===== src/rtl/alert_pkg.sv =====
// Shared definitions for the alert sequencer: channel state encoding and
// width helpers used to size per-channel counters.
package alert_pkg;

    typedef enum logic [1:0] {
        ST_IDLE = 2'd0,
        ST_ON   = 2'd1,
        ST_GAP  = 2'd2,
        ST_DONE = 2'd3
    } alert_state_t;

    localparam int MAX_CH = 16;

    // Ceiling log2, never less than 1 so a 1-entry range still gets a real bit.
    function automatic int clog2_min1(input int value);
        int w;
        w = 0;
        for (int i = 0; i < 31; i++) begin
            if ((1 << i) < value) begin
                w = i + 1;
            end
        end
        return (w < 1) ? 1 : w;
    endfunction

    function automatic int cycle_cnt_width(input int on_cycles, input int off_cycles);
        return clog2_min1(((on_cycles > off_cycles) ? on_cycles : off_cycles) + 1);
    endfunction

    function automatic int burst_cnt_width(input int num_bursts);
        return clog2_min1(num_bursts + 1);
    endfunction

endpackage


===== src/rtl/alert_channel.sv =====
// One alert channel: IDLE/ON/GAP/DONE sequencer with cycle and burst counters.
// Outputs are decoded straight from the state register.
module alert_channel
    import alert_pkg::*;
#(
    parameter int ON_CYCLES  = 5,
    parameter int OFF_CYCLES = 0,
    parameter int NUM_BURSTS = 1
) (
    input  logic clk,
    input  logic rst_n,
    input  logic enable,
    input  logic ack,
    input  logic cont_mode,
    output logic alert,
    output logic alert_off
);

    localparam int CW = cycle_cnt_width(ON_CYCLES, OFF_CYCLES);
    localparam int BW = burst_cnt_width(NUM_BURSTS);
    localparam logic [CW-1:0] ON_LAST   = CW'(ON_CYCLES - 1);
    localparam logic [CW-1:0] OFF_LAST  = CW'((OFF_CYCLES > 0) ? OFF_CYCLES - 1 : 0);
    localparam logic [BW-1:0] BURST_MAX = BW'(NUM_BURSTS);

    alert_state_t  state_reg;
    logic [CW-1:0] cyc_reg;
    logic [BW-1:0] burst_reg;
    logic          mode_reg;
    logic [BW-1:0] burst_next;

    // Saturates so continuous mode can run forever without wrapping.
    assign burst_next = (burst_reg == BURST_MAX) ? burst_reg : burst_reg + BW'(1);

    always_ff @(posedge clk or negedge rst_n) begin
        if (!rst_n) begin
            state_reg <= ST_IDLE;
            cyc_reg   <= '0;
            burst_reg <= '0;
            mode_reg  <= 1'b0;
        end else if (!enable) begin
            state_reg <= ST_IDLE;
            cyc_reg   <= '0;
            burst_reg <= '0;
        end else if (ack && (state_reg == ST_ON || state_reg == ST_GAP)) begin
            state_reg <= ST_DONE;
            cyc_reg   <= '0;
        end else begin
            case (state_reg)
                ST_IDLE: begin
                    state_reg <= ST_ON;
                    cyc_reg   <= '0;
                    burst_reg <= '0;
                    mode_reg  <= cont_mode;
                end
                ST_ON: begin
                    if (cyc_reg == ON_LAST) begin
                        cyc_reg   <= '0;
                        burst_reg <= burst_next;
                        if (!mode_reg && burst_next == BURST_MAX) begin
                            state_reg <= ST_DONE;
                        end else if (OFF_CYCLES > 0) begin
                            state_reg <= ST_GAP;
                        end else begin
                            state_reg <= ST_ON;
                        end
                    end else begin
                        cyc_reg <= cyc_reg + CW'(1);
                    end
                end
                ST_GAP: begin
                    if (cyc_reg == OFF_LAST) begin
                        state_reg <= ST_ON;
                        cyc_reg   <= '0;
                    end else begin
                        cyc_reg <= cyc_reg + CW'(1);
                    end
                end
                ST_DONE: state_reg <= ST_DONE;
                default: state_reg <= ST_IDLE;
            endcase
        end
    end

    assign alert     = (state_reg == ST_ON);
    assign alert_off = (state_reg == ST_DONE);

endmodule


===== src/rtl/alert_controller.sv =====
// Multi-channel alert sequencer: NUM_CH independent channels plus a
// lowest-index-wins encoder for the shared buzzer/LED driver.
module alert_controller
    import alert_pkg::*;
#(
    parameter int NUM_CH     = 1,
    parameter int ON_CYCLES  = 5,
    parameter int OFF_CYCLES = 0,
    parameter int NUM_BURSTS = 1,
    localparam int ID_W      = clog2_min1(NUM_CH)
) (
    input  logic              clk,
    input  logic              rst_n,
    input  logic [NUM_CH-1:0] enable,
    input  logic [NUM_CH-1:0] ack,
    input  logic              cont_mode,
    output logic [NUM_CH-1:0] alert,
    output logic [NUM_CH-1:0] alert_off,
    output logic              alert_any,
    output logic [ID_W-1:0]   active_id,
    output logic              active_valid
);

    generate
        for (genvar gi = 0; gi < NUM_CH; gi++) begin : g_ch
            alert_channel #(
                .ON_CYCLES (ON_CYCLES),
                .OFF_CYCLES(OFF_CYCLES),
                .NUM_BURSTS(NUM_BURSTS)
            ) u_ch (
                .clk      (clk),
                .rst_n    (rst_n),
                .enable   (enable[gi]),
                .ack      (ack[gi]),
                .cont_mode(cont_mode),
                .alert    (alert[gi]),
                .alert_off(alert_off[gi])
            );
        end
    endgenerate

    logic [ID_W-1:0] active_id_next;

    // Scan high to low so the lowest asserted index is the last one written.
    always_comb begin
        active_id_next = '0;
        for (int i = NUM_CH - 1; i >= 0; i--) begin
            if (alert[i]) begin
                active_id_next = ID_W'(i);
            end
        end
    end

    assign active_id    = active_id_next;
    assign alert_any    = |alert;
    assign active_valid = alert_any;

endmodule


===== config.mk =====
export PLATFORM = sky130hd
export DESIGN_NAME = alert_controller
export DESIGN_NICKNAME = d
export VERILOG_FILES = /design/src/rtl/alert_pkg.sv /design/src/rtl/alert_channel.sv /design/src/rtl/alert_controller.sv
export SDC_FILE = /design/constraint.sdc
export NUM_CORES = 1
export LEC_CHECK = 0
export CORE_AREA = 2 2 39 41
export DETAILED_ROUTE_END_ITERATION = 12
export DIE_AREA = 0 0 41 43
export GPL_TIMING_DRIVEN = 1
export HOLD_SLACK_MARGIN = 0.02
export PLACE_DENSITY = 0.51
export SYNTH_ARGS = -nofsm -noshare
export SYNTH_HDL_FRONTEND = slang
export SYNTH_SLANG_ARGS = --single-unit

===== constraint.sdc =====
create_clock -name clk -period 3.99 [get_ports clk]
set_input_delay 0.798 -clock clk [delete_from_list [all_inputs] [get_ports clk]]
set_output_delay 0.798 -clock clk [all_outputs]
set_load 0.1 [all_outputs]

==> results.sh, run 1 <==
export IMPL_root_buffer="clkbuf_4"
export IMPL_min_from="g_ch[0].u_ch.mode_reg"
export IMPL_peakVddDrop_v=0.000222
export IMPL_comb_power_share_pct=53.1
export IMPL_drt_iter0_drc=1
export IMPL_cp_required_ps=3190
export IMPL_top_usage_layer="met2"
export IMPL_drtAntennaViolNets=0
export IMPL_cts_tree="built"
export IMPL_cp_max_fo=8
export IMPL_start_kind="flop"
export IMPL_gp_congestion=0.716
export IMPL_clkPwrFrac_pct=20.4
export IMPL_overflow=0
export IMPL_slew_viol_final=0
export IMPL_yosysSeqAreaShare_pct=35.6
export IMPL_postCtsSetupRepairBufs=0
export IMPL_setup_viol=0
export IMPL_worstMarginPinSlew_ps=967
export IMPL_io_pins=10
export IMPL_detail_route_vias_per_cell=5.06
export IMPL_die_w_um=41
export IMPL_cts_buffers=3
export IMPL_grt_pass1_wl_mm=1.59
export IMPL_netlist_area_um2=422
export IMPL_die_h_um=43
export IMPL_internal_power_mw=0.147
export IMPL_path_clk_slew_ps=50
export IMPL_routedWlPerCell_um=13.0
export IMPL_yosysWarningCount=0
export IMPL_port_buffer_count=8
export IMPL_r2r_start="g_ch[0].u_ch.state_reg[1]"
export IMPL_drc=0
export IMPL_fin_crit_ps=3040
export IMPL_h_tree_depth=1
export IMPL_dr_pass1_iters=3
export IMPL_avgSynthCellArea_um2=9.81
export IMPL_layout_drive_gt1_share_pct=13.7
export IMPL_met1_usage_pct=17.0
export IMPL_finalClockSkew_ps=5.65
export IMPL_cts_buffer_depth=2
export IMPL_syn_inst=43
export IMPL_worstSetupPathType="reg -> out"
export IMPL_p_leak_nw=0.235
export IMPL_cp_startpoint="g_ch[0].u_ch.state_reg[1]"
export IMPL_clock_sinks=6
export IMPL_antenna_found_initial=0
export IMPL_final_nets=64
export IMPL_finalHoldViolations=0
export IMPL_max_cap_violations=0
export IMPL_p_sw_mw=0.146
export IMPL_grt_pass1_vias=374
export IMPL_finalSetupTns_ps=0
export IMPL_hp_class="reg -> reg"
export IMPL_relSlewSlack_pct=35.3
export IMPL_cts_resized_gates=0
export IMPL_largest_register_ffs=3
export IMPL_rsz0062_at_grt="false"
export IMPL_syn_nets=54
export IMPL_core_um2=1380
export IMPL_critPathMaxStageDelay_ps=1190
export IMPL_yosys_register_bits=6
export IMPL_max_clock_freq_mhz=329
export IMPL_dp_final_hpwl_um=696
export IMPL_slowest_stage="clkdlybuf4s50_1"
export IMPL_timing_final_crit_share_pct=76.2
export IMPL_wirelength_um=872
export IMPL_gr_usage_met3_pct=3.66
export IMPL_powerDensity_nw_per_um2=568
export IMPL_arrival_ps=2240
export IMPL_cp_num_buf_inv=2
export IMPL_layout_cells_non_filler=67
export IMPL_critPathCaptureType="output pin"
export IMPL_fill_cells=139
export IMPL_power_frac_seq_pct=26.4
export IMPL_placed_cells_incl_taps=64
export IMPL_grt_usage_pct=14.0
export IMPL_synth_cell_types=23
export IMPL_path_cells="inv_1, ha_1, clkdlybuf4s50_1"
export IMPL_met2_usage_pct=20.3
export IMPL_clk_latency_ps=250
export IMPL_sw_frac_of_total_pct=49.8
export IMPL_cts_hold_buffers=0
export IMPL_critical_path_top_delay_family="buffers and inverters"
export IMPL_antenna_cells=0
export IMPL_final_cell_mix="ha_1 (6), dfrtp_1 (6), clkdlybuf4s50_1 (6)"
export IMPL_die_area_um2=1760
export IMPL_start_util_pct=30.5
export IMPL_vias=339
export IMPL_fp_row_count=14
export IMPL_status="finished, final reports clean"
export IMPL_grt_max_degree=9
export IMPL_area_growth_pct=22.6
==> area by class of cell <==
class                           instances  area [µm²]  share of cell area (%)
Clock buffer                            3        22.5                    4.36
Inverter                                5        18.8                    3.63
Multi-Input combinational cell         29         230                    44.6
Sequential cell                         6         150                    29.1
Tap cell                               16        20.0                    3.87
Timing Repair Buffer                    8        75.1                    14.5
==> logic make-up (layout without fill, tap and decap cells) <==
kind of cell | after synthesis | after routing | synth area share, %
simple gates | 11 | 11 | 14.8
compound gates | 9 | 9 | 16.0
fa+ha+maj | 6 | 6 | 17.8
flops | 6 | 6 | 35.6
buf+inv | 8 | 16 | 9.79
mux | 2 | 2 | 5.04
other cells | 1 | 1 | 0.889
==> layer usage <==
layer  vias to the layer above  wire [µm]
met5                         -          0
li1                        168          -
met2                         8        431
met1                       159        386
met3                         4         34
met4                         0         19
==> final timing paths <==
check | end | cells after the start | slack, ps
setup / recovery | active_valid | 3 | 950
hold / removal | g_ch[0].u_ch.mode_reg | 1 | 510
setup reg to reg | g_ch[0].u_ch.state_reg[1] | 6 | 2230
hold reg to reg | g_ch[0].u_ch.mode_reg | 1 | 510
max in group asynchronous | g_ch[0].u_ch.state_reg[0] | 1 | 2970
min in group asynchronous | g_ch[0].u_ch.cyc_reg[2] | 1 | 790
==> through the flow <==
stage / setup WS [ps] / instance area [µm²] / hold slack, ps / power (mW) / util (%)
after global routing: 827 / 517 / 537 / 0.315 / 37.3
final: 950 / 517 / 509 / 0.293 / 37.3
after global placement: 1250 / 494 / 506 / 0.235 / 35.7
after floorplan: 1400 / 422 / 480 / 0.210 / -
after detailed placement: 1190 / 494 / 503 / 0.235 / 35.7
after CTS: 929 / 517 / 515 / 0.298 / 37.3
==> cells in the mapped netlist <==
| cell | count | area (µm²) |
|---|---|---|
| nand2_1 | 2 | 7.51 |
| a21oi_1 | 1 | 5.00 |
| ha_1 | 6 | 75.1 |
| inv_1 | 5 | 18.8 |
| a221o_1 | 1 | 10.0 |
| conb_1 | 1 | 3.75 |
| a311oi_1 | 1 | 8.76 |
| a31oi_1 | 1 | 6.26 |
| nor2b_1 | 2 | 12.5 |
| mux2i_1 | 1 | 10.0 |
| nand3b_1 | 1 | 7.51 |
| and3_1 | 1 | 6.26 |
| mux2_2 | 1 | 11.3 |
| and4b_1 | 1 | 10.0 |
| nand3_1 | 2 | 10.0 |
| o22ai_1 | 1 | 6.26 |
| nor3_1 | 1 | 5.00 |
| a211oi_2 | 1 | 12.5 |
| buf_4 | 3 | 22.5 |
| dfrtp_1 | 6 | 150 |
| o21ai_0 | 2 | 10.0 |
| a2111oi_0 | 1 | 8.76 |
| nor2_1 | 1 | 3.75 |
==> power by group through the flow <==
| stage | Combinational [mW] | Clock [mW] | Sequential, mW |
|---|---|---|---|
| 4_1_cts | 0.157 | 0.0631 | 0.0777 |
| 5_1_grt | 0.170 | 0.0664 | 0.0790 |
| 3_3_place_gp | 0.156 | 0 | 0.0788 |
| 2_1_floorplan | 0.133 | 0 | 0.0772 |
| 6_report | 0.156 | 0.0600 | 0.0776 |
| 3_5_place_dp | 0.156 | 0 | 0.0791 |
No activity file was read; power rests on OpenSTA's default activity.
==> inputs of run 2 (changes only) <==
clock period = 2.95 ns   (was 3.99 ns; I/O delays follow)
==> run 2 against run 1 <==
Clock skew is 3.1 ps lower. Wire length is 7.2% lower. Via count is 3.8% lower. Critical endpoint is now alert_any. Highest routed layer unchanged.
==> results.sh, run 2 (synthesized netlist as in run 1, its figures left out) <==
export IMPL_status="finished, final reports clean"
export IMPL_final_nets=64
export IMPL_grt_pass1_wl_mm=1.39
export IMPL_vias=326
export IMPL_min_delay_path_depth=1
export IMPL_cts_resized_gates=0
export IMPL_path_clk_slew_ps=50
export IMPL_wirelength_um=809
export IMPL_largest_register_ffs=3
export IMPL_drc=0
export IMPL_worstSetupPathType="reg -> out"
export IMPL_hp_class="reg -> reg"
export IMPL_antenna_cells=0
export IMPL_max_clock_freq_mhz=493
export IMPL_die_h_um=43
export IMPL_io_pins=10
export IMPL_die_area_um2=1760
export IMPL_root_buffer="clkbuf_4"
export IMPL_dp_final_hpwl_um=624
export IMPL_cts_buffer_depth=2
export IMPL_finalHoldViolations=0
export IMPL_grt_usage_pct=12.6
export IMPL_clk_latency_ps=250
export IMPL_arrival_ps=1440
export IMPL_grt_pass1_vias=332
export IMPL_cp_max_fo=8
export IMPL_fin_crit_ps=2030
export IMPL_area_growth_pct=21.4
export IMPL_dr_pass1_iters=4
export IMPL_grt_max_degree=9
export IMPL_clock_sinks=6
export IMPL_routedWlPerCell_um=12.1
export IMPL_rsz0062_at_grt="false"
export IMPL_cp_required_ps=2360
export IMPL_detail_route_vias_per_cell=4.87
export IMPL_drt_iter0_drc=10
export IMPL_powerDensity_nw_per_um2=766
export IMPL_p_leak_nw=0.238
export IMPL_finalClockSkew_ps=2.56
export IMPL_die_w_um=41
export IMPL_final_cell_mix="ha_1 (6), dfrtp_1 (6), inv_1 (5)"
export IMPL_postCtsSetupRepairBufs=0
export IMPL_placed_cells_incl_taps=64
export IMPL_slew_viol_final=0
export IMPL_overflow=0
export IMPL_start_util_pct=30.5
export IMPL_max_cap_violations=0
export IMPL_layout_drive_gt1_share_pct=17.6
export IMPL_finalSetupTns_ps=0
export IMPL_timing_final_crit_share_pct=68.7
export IMPL_setup_viol=0
export IMPL_final_util_pct=37.0
export IMPL_start_kind="flop"
export IMPL_h_tree_depth=1
export IMPL_layout_cells_non_filler=67
export IMPL_peakVddDrop_v=0.000347
export IMPL_port_buffer_count=8
export IMPL_cts_tree="built"
export IMPL_cts_buffers=3
export IMPL_critPathCaptureType="output pin"
export IMPL_fin_hold_ws_ps=504
export IMPL_rr_worst_depth=6
export IMPL_antenna_found_initial=0
export IMPL_fp_row_count=14
export IMPL_cts_hold_buffers=0
export IMPL_drtAntennaViolNets=0
export IMPL_core_um2=1380
export IMPL_gp_congestion=0.738
-- run 2: path summary, 6_finish.rpt --
path | from | end | slack (ps)
setup / recovery | g_ch[0].u_ch.state_reg[1] | alert_any | 920
hold / removal | g_ch[0].u_ch.mode_reg | g_ch[0].u_ch.mode_reg | 500
setup reg to reg | g_ch[0].u_ch.state_reg[1] | g_ch[0].u_ch.state_reg[1] | 1170
hold reg to reg | g_ch[0].u_ch.mode_reg | g_ch[0].u_ch.mode_reg | 500
max in group asynchronous | rst_n | g_ch[0].u_ch.cyc_reg[1] | 2120
min in group asynchronous | rst_n | g_ch[0].u_ch.state_reg[1] | 600
-- run 2: layer usage --
| layer | track usage (%) | routed length (µm) | vias to the layer above |
|---|---|---|---|
| met5 | 0 | 0 | - |
| met4 | 8.00 | 10 | 0 |
| met3 | 6.28 | 49 | 2 |
| met2 | 15.6 | 370 | 9 |
| met1 | 16.5 | 377 | 149 |
| li1 | - | - | 166 |
-- run 2: through the flow --
step                worst slack [ps]  cell area (µm²)  power, mW
floorplan                        570              422      0.284
detailed placement              1050              489      0.314
global route                     814              512      0.418
global placement                1030              489      0.314
finish                           923              512      0.392
CTS                              913              512      0.394
-- run 2: final cells by class --
class | count | area, µm²
Sequential cell | 6 | 150
Fill cell | 135 | 872
Multi-Input combinational cell | 29 | 230
Tap cell | 16 | 20.0
Timing Repair Buffer | 8 | 70.1
Inverter | 5 | 18.8
Clock buffer | 3 | 22.5
-- run 2: power breakdown --
group          switching, mW  total (mW)  internal, mW
combinational          0.154       0.208        0.0538
clock                 0.0322      0.0784        0.0462
sequential           0.00895       0.105        0.0965
total                  0.195       0.392         0.197
-- run 2: critical path, cell delays in order (launching register included) --
cell and delay, ps:
dfrtp_1 400, inv_1 110, ha_1 330, buf_4 350
==> inputs of run 3 (changes only) <==
PLACE_DENSITY = 0.53   (was 0.51)
clock period = 1.8 ns   (was 2.95 ns; I/O delays follow)
==> run 3 against run 2 <==
First-iteration DRC count is 70% lower. Via count is 3.4% higher. Hold slack worse by 140 ps. Highest routed layer is now met3.
==> results.sh, run 3 (synthesized netlist as in run 1, its figures left out) <==
export IMPL_status="finished, final reports clean"
export IMPL_path_depth=6
export IMPL_root_buffer="clkbuf_4"
export IMPL_fill_cells=140
export IMPL_drt_iter0_drc=3
export IMPL_p_leak_nw=0.259
export IMPL_critical_path_top_delay_family="simple AND/OR/NAND/NOR gates"
export IMPL_clock_sinks=6
export IMPL_finalClockSkew_ps=2.30
export IMPL_core_um2=1380
export IMPL_cts_tree="built"
export IMPL_layout_drive_gt1_share_pct=27.5
export IMPL_arrival_ps=1830
export IMPL_finalHoldViolations=0
export IMPL_layout_cells_non_filler=67
export IMPL_dp_final_hpwl_um=618
export IMPL_io_pins=10
export IMPL_worstSetupPathType="reg -> reg"
export IMPL_seq_area_um2=150
export IMPL_cp_startpoint="g_ch[0].u_ch.state_reg[0]"
export IMPL_setup_viol=0
export IMPL_wirelength_um=824
export IMPL_detail_route_vias_per_cell=5.03
export IMPL_overflow=0
export IMPL_max_cap_violations=0
export IMPL_routedWlPerCell_um=12.3
export IMPL_die_w_um=41
export IMPL_finalSetupTns_ps=0
export IMPL_die_area_um2=1760
export IMPL_grt_usage_pct=11.3
export IMPL_cp_max_fo=5
export IMPL_grt_pass1_wl_mm=1.35
export IMPL_cp_num_buf_inv=1
export IMPL_final_common_cell="dfrtp_1"
export IMPL_die_h_um=43
export IMPL_reg2reg_slack_ps=100
export IMPL_multi_input_area_um2=260
export IMPL_antenna_found_initial=0
export IMPL_fp_row_count=14
export IMPL_slowest_stage="dfrtp_1"
export IMPL_antenna_cells=0
export IMPL_pre_cts_ws_ps=29.5
export IMPL_grt_max_degree=9
export IMPL_placed_cells_incl_taps=64
export IMPL_slew_viol_final=0
export IMPL_powerDensity_nw_per_um2=1260
export IMPL_vias=337
export IMPL_start_kind="flop"
export IMPL_fin_crit_ps=1700
export IMPL_cp_endpoint="g_ch[0].u_ch.cyc_reg[2]"
export IMPL_cts_buffer_depth=2
export IMPL_cp_required_ps=1920
export IMPL_final_nets=64
export IMPL_h_tree_depth=1
export IMPL_grt_pass1_vias=332
export IMPL_largest_register_ffs=3
export IMPL_clk_latency_ps=240
export IMPL_cts_buffers=3
export IMPL_postCtsSetupRepairBufs=0
export IMPL_drc=0
export IMPL_port_buffer_count=8
export IMPL_hp_class="in -> async"
export IMPL_power_mw=0.743
export IMPL_gp_congestion=0.851
export IMPL_drtAntennaViolNets=0
export IMPL_rr_worst_depth=6
export IMPL_path_clk_slew_ps=50
export IMPL_final_cell_mix="dfrtp_1 (6), inv_1 (5), ha_1 (5)"
export IMPL_r2r_end="g_ch[0].u_ch.cyc_reg[2]"
export IMPL_area_growth_pct=40.4
export IMPL_final_util_pct=42.8
export IMPL_setup_ws_ps=95.3
export IMPL_start_util_pct=30.5
export IMPL_dr_pass1_iters=4
export IMPL_critPathCaptureType="flop"
export IMPL_timing_final_crit_share_pct=94.7
export IMPL_r2r_start="g_ch[0].u_ch.state_reg[0]"
export IMPL_path_cells="inv_1, ha_1, nand2_2, nand3_1, and4b_1, a221o_1"
export IMPL_max_clock_freq_mhz=587
export IMPL_critPathMaxStageDelay_ps=410
export IMPL_peakVddDrop_v=0.000486
run 3: cell counts in the layout (fill, tap and decap cells not counted):
No cell type changed its count.
run 3: how the worst min path moves through the flow:
| stage | end | cells past startpoint | slack (ps) |
|---|---|---|---|
| 6_report | g_ch[0].u_ch.cyc_reg[2] | 1 | 370 |
| 2_1_floorplan | g_ch[0].u_ch.cyc_reg[0] | 0 | 60 |
| 5_1_grt | g_ch[0].u_ch.cyc_reg[2] | 1 | 390 |
| 4_1_cts | g_ch[0].u_ch.cyc_reg[2] | 1 | 370 |
| 3_5_place_dp | g_ch[0].u_ch.mode_reg | 1 | 490 |
| 3_3_place_gp | g_ch[0].u_ch.mode_reg | 1 | 490 |
run 3: area by class of cell:
type,count,area share [%]
multi-input cells,29,44.0
flip-flops and latches,6,25.4
repair buffers,8,20.3
clock buffers,3,3.81
well taps,16,3.38
inverters,5,3.17
run 3: per-layer routing:
layer	routed length (µm)	track usage [%]
met2	424	16.6
met5	0	0
met4	0	8.00
met1	375	14.1
met3	24	2.09
run 3: through the flow:
stage                     hold slack [ps]  instance area (µm²)
after floorplan                      64.4                  434
after global placement                488                  552
after detailed placement              494                  552
after CTS                             369                  574
after global routing                  392                  592
final                                 365                  592
run 3: timing repair:
item                                    CTS  global route
resized for setup                         0             5
endpoints found under the setup margin    0             2
hold buffers                              0             0
run 3: power breakdown:
part / switching [mW] / internal, mW / leakage (nW)
Sequential: 0.0146 / 0.158 / 0.0783
Clock: 0.0480 / 0.0754 / 0.0138
Combinational: 0.282 / 0.164 / 0.167
Total: 0.345 / 0.398 / 0.259
==> RTL edit 1, RTL diff (flow settings as in run 3) <==
`ON_CYCLES` is set to 5 in 2 places; all go to 10.
--- a/src/rtl/alert_channel.sv
+++ b/src/rtl/alert_channel.sv
@@ -3,7 +3,7 @@
 module alert_channel
     import alert_pkg::*;
 #(
-    parameter int ON_CYCLES  = 5,
+    parameter int ON_CYCLES  = 10,
     parameter int OFF_CYCLES = 0,
     parameter int NUM_BURSTS = 1
 ) (
--- a/src/rtl/alert_controller.sv
+++ b/src/rtl/alert_controller.sv
@@ -4,7 +4,7 @@
     import alert_pkg::*;
 #(
     parameter int NUM_CH     = 1,
-    parameter int ON_CYCLES  = 5,
+    parameter int ON_CYCLES  = 10,
     parameter int OFF_CYCLES = 0,
     parameter int NUM_BURSTS = 1,
     localparam int ID_W      = clog2_min1(NUM_CH)
Behaviour: not the same (a bounded check fails within 10 cycles, from zero or initial values and one cycle with rst_n low).
==> RTL edit 1 against run 3 <==
Routed wire length up 17%. Sequential power increased by 12%. Critical path type is now reg -> out. Synthesized area rose by 18%. Design area up 17%. Setup slack better by 0.049 ns. Synthesized cell count increased by 14%. Non-clock buffer count grew 5. Sequential cell count up 1. Register-to-register slack improved by 0.05 ns. Clock skew down 0.0010 ns. Power grew 5.2%. Via count increased by 18%. Core utilization up 7.2 points.
==> RTL edit 1: results <==
set metrics [dict create \
    largest_register_ffs 4 \
    grt_first_pass_wirelength_mm 1.76 \
    dpl.cell_count 75 \
    grt_pass1_vias 410 \
    path_max_fanout 4 \
    drtIter0Drc 1 \
    grt_usage_pct 15.3 \
    pwr-share-seq_pct 24.7 \
    startpoint "g_ch[0].u_ch.state_reg[1]$_DFFE_PN0P_" \
    combPwrFrac_pct 57.0 \
    cts_resized 0 \
    met1_usage_pct 21.5 \
    diodes 0 \
    via_count 398 \
    syn-num-nets 61 \
    regToRegSetupSlack_ns 0.15 \
    synthMuxAreaShare_pct 2.26 \
    ys_seq_area_share_pct 35.2 \
    syn_inst 49 \
    peakVddDrop_mv 0.390 \
    layout-drive-gt1-share_pct 25.4 \
    synth_commonest_cells "7 x dfrtp_1, 7 x ha_1, 6 x inv_1, 4 x nand3_1" \
    nFillCells 128 \
    grt_max_degree 8 \
    outcome "finished clean" \
    leakage_uw 0.000297 \
    place.gp.congestion 0.758 \
    placed_area_sq_um 666 \
    instances_no_fill 79 \
    met1_length_um 482 \
    synth_area_leaders "dfrtp_1 35%, ha_1 18%, a311oi_4 5.3%, buf_4 4.5%, inv_1 4.5%" \
    place_hpwl_um 759 \
    synth.distinct_cells 21 \
    critPathArrivalTime_ns 1.30 \
    post_drt_wl_per_cell_um 12.2 \
    top_layer "met4" \
    wl_met2_um 426 \
    fin_crit_sh_pct 92.0 \
    grtUsageMet2_pct 19.4 \
    intPower_uw 436 \
    finalPower_uw 781 \
    synth-compound-area-share_pct 16.3 \
]
-- RTL edit 1: path summary, 6_finish.rpt --
path / endpoint / depth (start not counted)
worst max register to register: g_ch[0].u_ch.cyc_reg[3]$_DFFE_PN0P_ / 7
worst min-delay path: g_ch[0].u_ch.state_reg[1]$_DFFE_PN0P_ / 1
min in group clk: g_ch[0].u_ch.mode_reg$_DFFE_PN0P_ / 1
max in group asynchronous: g_ch[0].u_ch.cyc_reg[2]$_DFFE_PN0P_ / 1
worst min register to register: g_ch[0].u_ch.mode_reg$_DFFE_PN0P_ / 1
worst max-delay path: alert / 4
-- RTL edit 1: area by class of cell --
class	instances	area (sq um)	share of cell area, %
repair buffers	13	158	22.8
inverters	6	22.5	3.25
well taps	16	20.0	2.89
clock buffers	4	26.3	3.80
multi-input cells	33	290	42.0
flip-flops and latches	7	175	25.3
-- RTL edit 1: worst max-delay path, cell delays in order, from the launching register on --
cell     delay [ns]
dfrtp_1        0.39
inv_1          0.15
ha_4           0.16
buf_4          0.16
buf_12         0.18
==> RTL edit 2, RTL diff (flow settings as in run 3) <==
Without the edit above. Add an input register stage for `cont_mode`; this delays it by one clock. The other inputs are not delayed to match.
--- a/src/rtl/alert_controller.sv
+++ b/src/rtl/alert_controller.sv
@@ -21,6 +21,12 @@
     output logic              active_valid
 );
 
+    logic cont_mode_q;
+
+    always_ff @(posedge clk) begin
+        cont_mode_q <= cont_mode;
+    end
+
     generate
         for (genvar gi = 0; gi < NUM_CH; gi++) begin : g_ch
             alert_channel #(
@@ -32,7 +38,7 @@
                 .rst_n    (rst_n),
                 .enable   (enable[gi]),
                 .ack      (ack[gi]),
-                .cont_mode(cont_mode),
+                .cont_mode(cont_mode_q),
                 .alert    (alert[gi]),
                 .alert_off(alert_off[gi])
             );
Function: changed (Yosys sat finds a counterexample within 10 cycles, from zero or initial values and one cycle with rst_n low).
==> RTL edit 2 against run 3 <==
Power rose by 2.0%. Setup slack improved by 0.094 ns. Routed wire length fell by 7.5%. Cell count rose by 3.0%. Design area rose by 1.1%. Combinational power fell by 7.4%. Sequential cell count rose by 1. Critical path type unchanged. Die area did not move. Largest cell class unchanged. Synthesized area rose by 3.3%. Core utilization rose by 0.45 points.
==> RTL edit 2: results <==
set metrics [dict create \
    pre_cts_ws_ns 0.0915 \
    fin_worst_skew_ns 0.00117 \
    largest_register_ffs 3 \
    cts_max_level 1 \
    peakVddDrop_mv 0.587 \
    outcome "finished clean" \
    intPower_uw 417 \
    synth.distinct_cells 20 \
    via_count 321 \
    whs_ns 0.343 \
    timing_worst_setup_path_type "reg -> reg" \
    grt_first_pass_wirelength_mm 1.32 \
    cts_resized 0 \
    critPathArrivalTime_ns 1.73 \
    first_pass_iters 3 \
    regToRegSetupSlack_ns 0.19 \
    ctsLongestPathBuffers 2 \
    cts_inserted_buffers 3 \
    syn_inst 44 \
    ys_async_sr_fraction_pct 85.7 \
    wl_um 762 \
    cts_setup_buffers 0 \
    root_buffer "clkbuf_4" \
    syn-num-nets 55 \
    path_clk_slew_ns 0.05 \
    synth_commonest_cells "6 x dfrtp_1, 6 x ha_1, 6 x inv_1, 5 x nand2_1, 3 x buf_4" \
    grt_max_degree 7 \
    instances_no_fill 69 \
    path_max_fanout 6 \
    synth_area_leaders "dfrtp_1 34%, ha_1 17%, buf_4 5.2%, inv_1 5.2%, dfxtp_1 4.6%" \
    worstSkewPairLatency_ns 0.26 \
    dpl.cell_count 65 \
    ys_seq_area_share_pct 39.1 \
    reg2reg_depth 6 \
    hold_class "in -> async" \
    grt_usage_pct 12.4 \
    diodes 0 \
    layout-drive-gt1-share_pct 20.8 \
    place.gp.congestion 0.684 \
    place_hpwl_um 613 \
    yosysWarningCount 0 \
    period_needed_ns 1.61 \
    leakage_uw 0.000268 \
    drtIter0Drc 5 \
    antenna_found_initial 0 \
]
-- RTL edit 2: final timing paths --
path | startpoint | endpoint
min reg2reg | cont_mode_q$_DFF_P_ | g_ch[0].u_ch.mode_reg$_DFFE_PN0P_
min | rst_n | g_ch[0].u_ch.cyc_reg[0]$_DFFE_PN0P_
max in group asynchronous | rst_n | g_ch[0].u_ch.cyc_reg[1]$_DFFE_PN0P_
max | g_ch[0].u_ch.state_reg[0]$_DFFE_PN0P_ | g_ch[0].u_ch.state_reg[1]$_DFFE_PN0P_
min in group clk | cont_mode_q$_DFF_P_ | g_ch[0].u_ch.mode_reg$_DFFE_PN0P_
max reg2reg | g_ch[0].u_ch.state_reg[0]$_DFFE_PN0P_ | g_ch[0].u_ch.state_reg[1]$_DFFE_PN0P_
-- RTL edit 2: cell families after synthesis --
family / Yosys count / synth area share (%)
AOI/OAI and AO/OA: 6 / 10.3
adders and majority gates: 6 / 17.2
DFF: 7 / 39.1
and+or+nand+nor: 12 / 14.9
muxes: 3 / 7.18
buffers and inverters: 9 / 10.3
other: 1 / 0.861
-- RTL edit 2: per-layer routing --
layer	up-vias	routed length, um	global-route usage (%)
li1	165	-	-
met2	7	350	15.9
met1	145	336	13.8
met3	4	50	9.42
met5	-	0	0
met4	0	25	8.00
-- RTL edit 2: power groups by stage --
stage	Sequential, uW	Clock [uW]	Combinational, uW
2_1_floorplan	196	0	307
3_3_place_gp	202	0	415
3_5_place_dp	202	0	414
4_1_cts	199	154	416
5_1_grt	203	164	438
6_report	198	145	414
-- RTL edit 2: cell type report --
type,count,area (sq um)
clock buffer,3,22.5
clock inverter,1,5.00
fill,140,786
inverter,6,22.5
multi-input combinational,28,238
sequential,7,170
tap,16,20.0
timing repair buffer,8,120
-- RTL edit 2: per-stage QoR --
stage                     cell area, sq um  util (%)
after global placement                 566      40.9
after detailed placement               566      40.9
after global routing                   598      43.2
final                                  598      43.2
after floorplan                        448         -
after CTS                              593      42.9
-- RTL edit 2: critical path, stage by stage (launching register included) --
cell and delay (ns):
dfrtp_1 0.41, inv_1 0.10, ha_1 0.22, mux2i_1 0.18, a21oi_2 0.13, a2111oi_1 0.34
a311oi_1 0.10
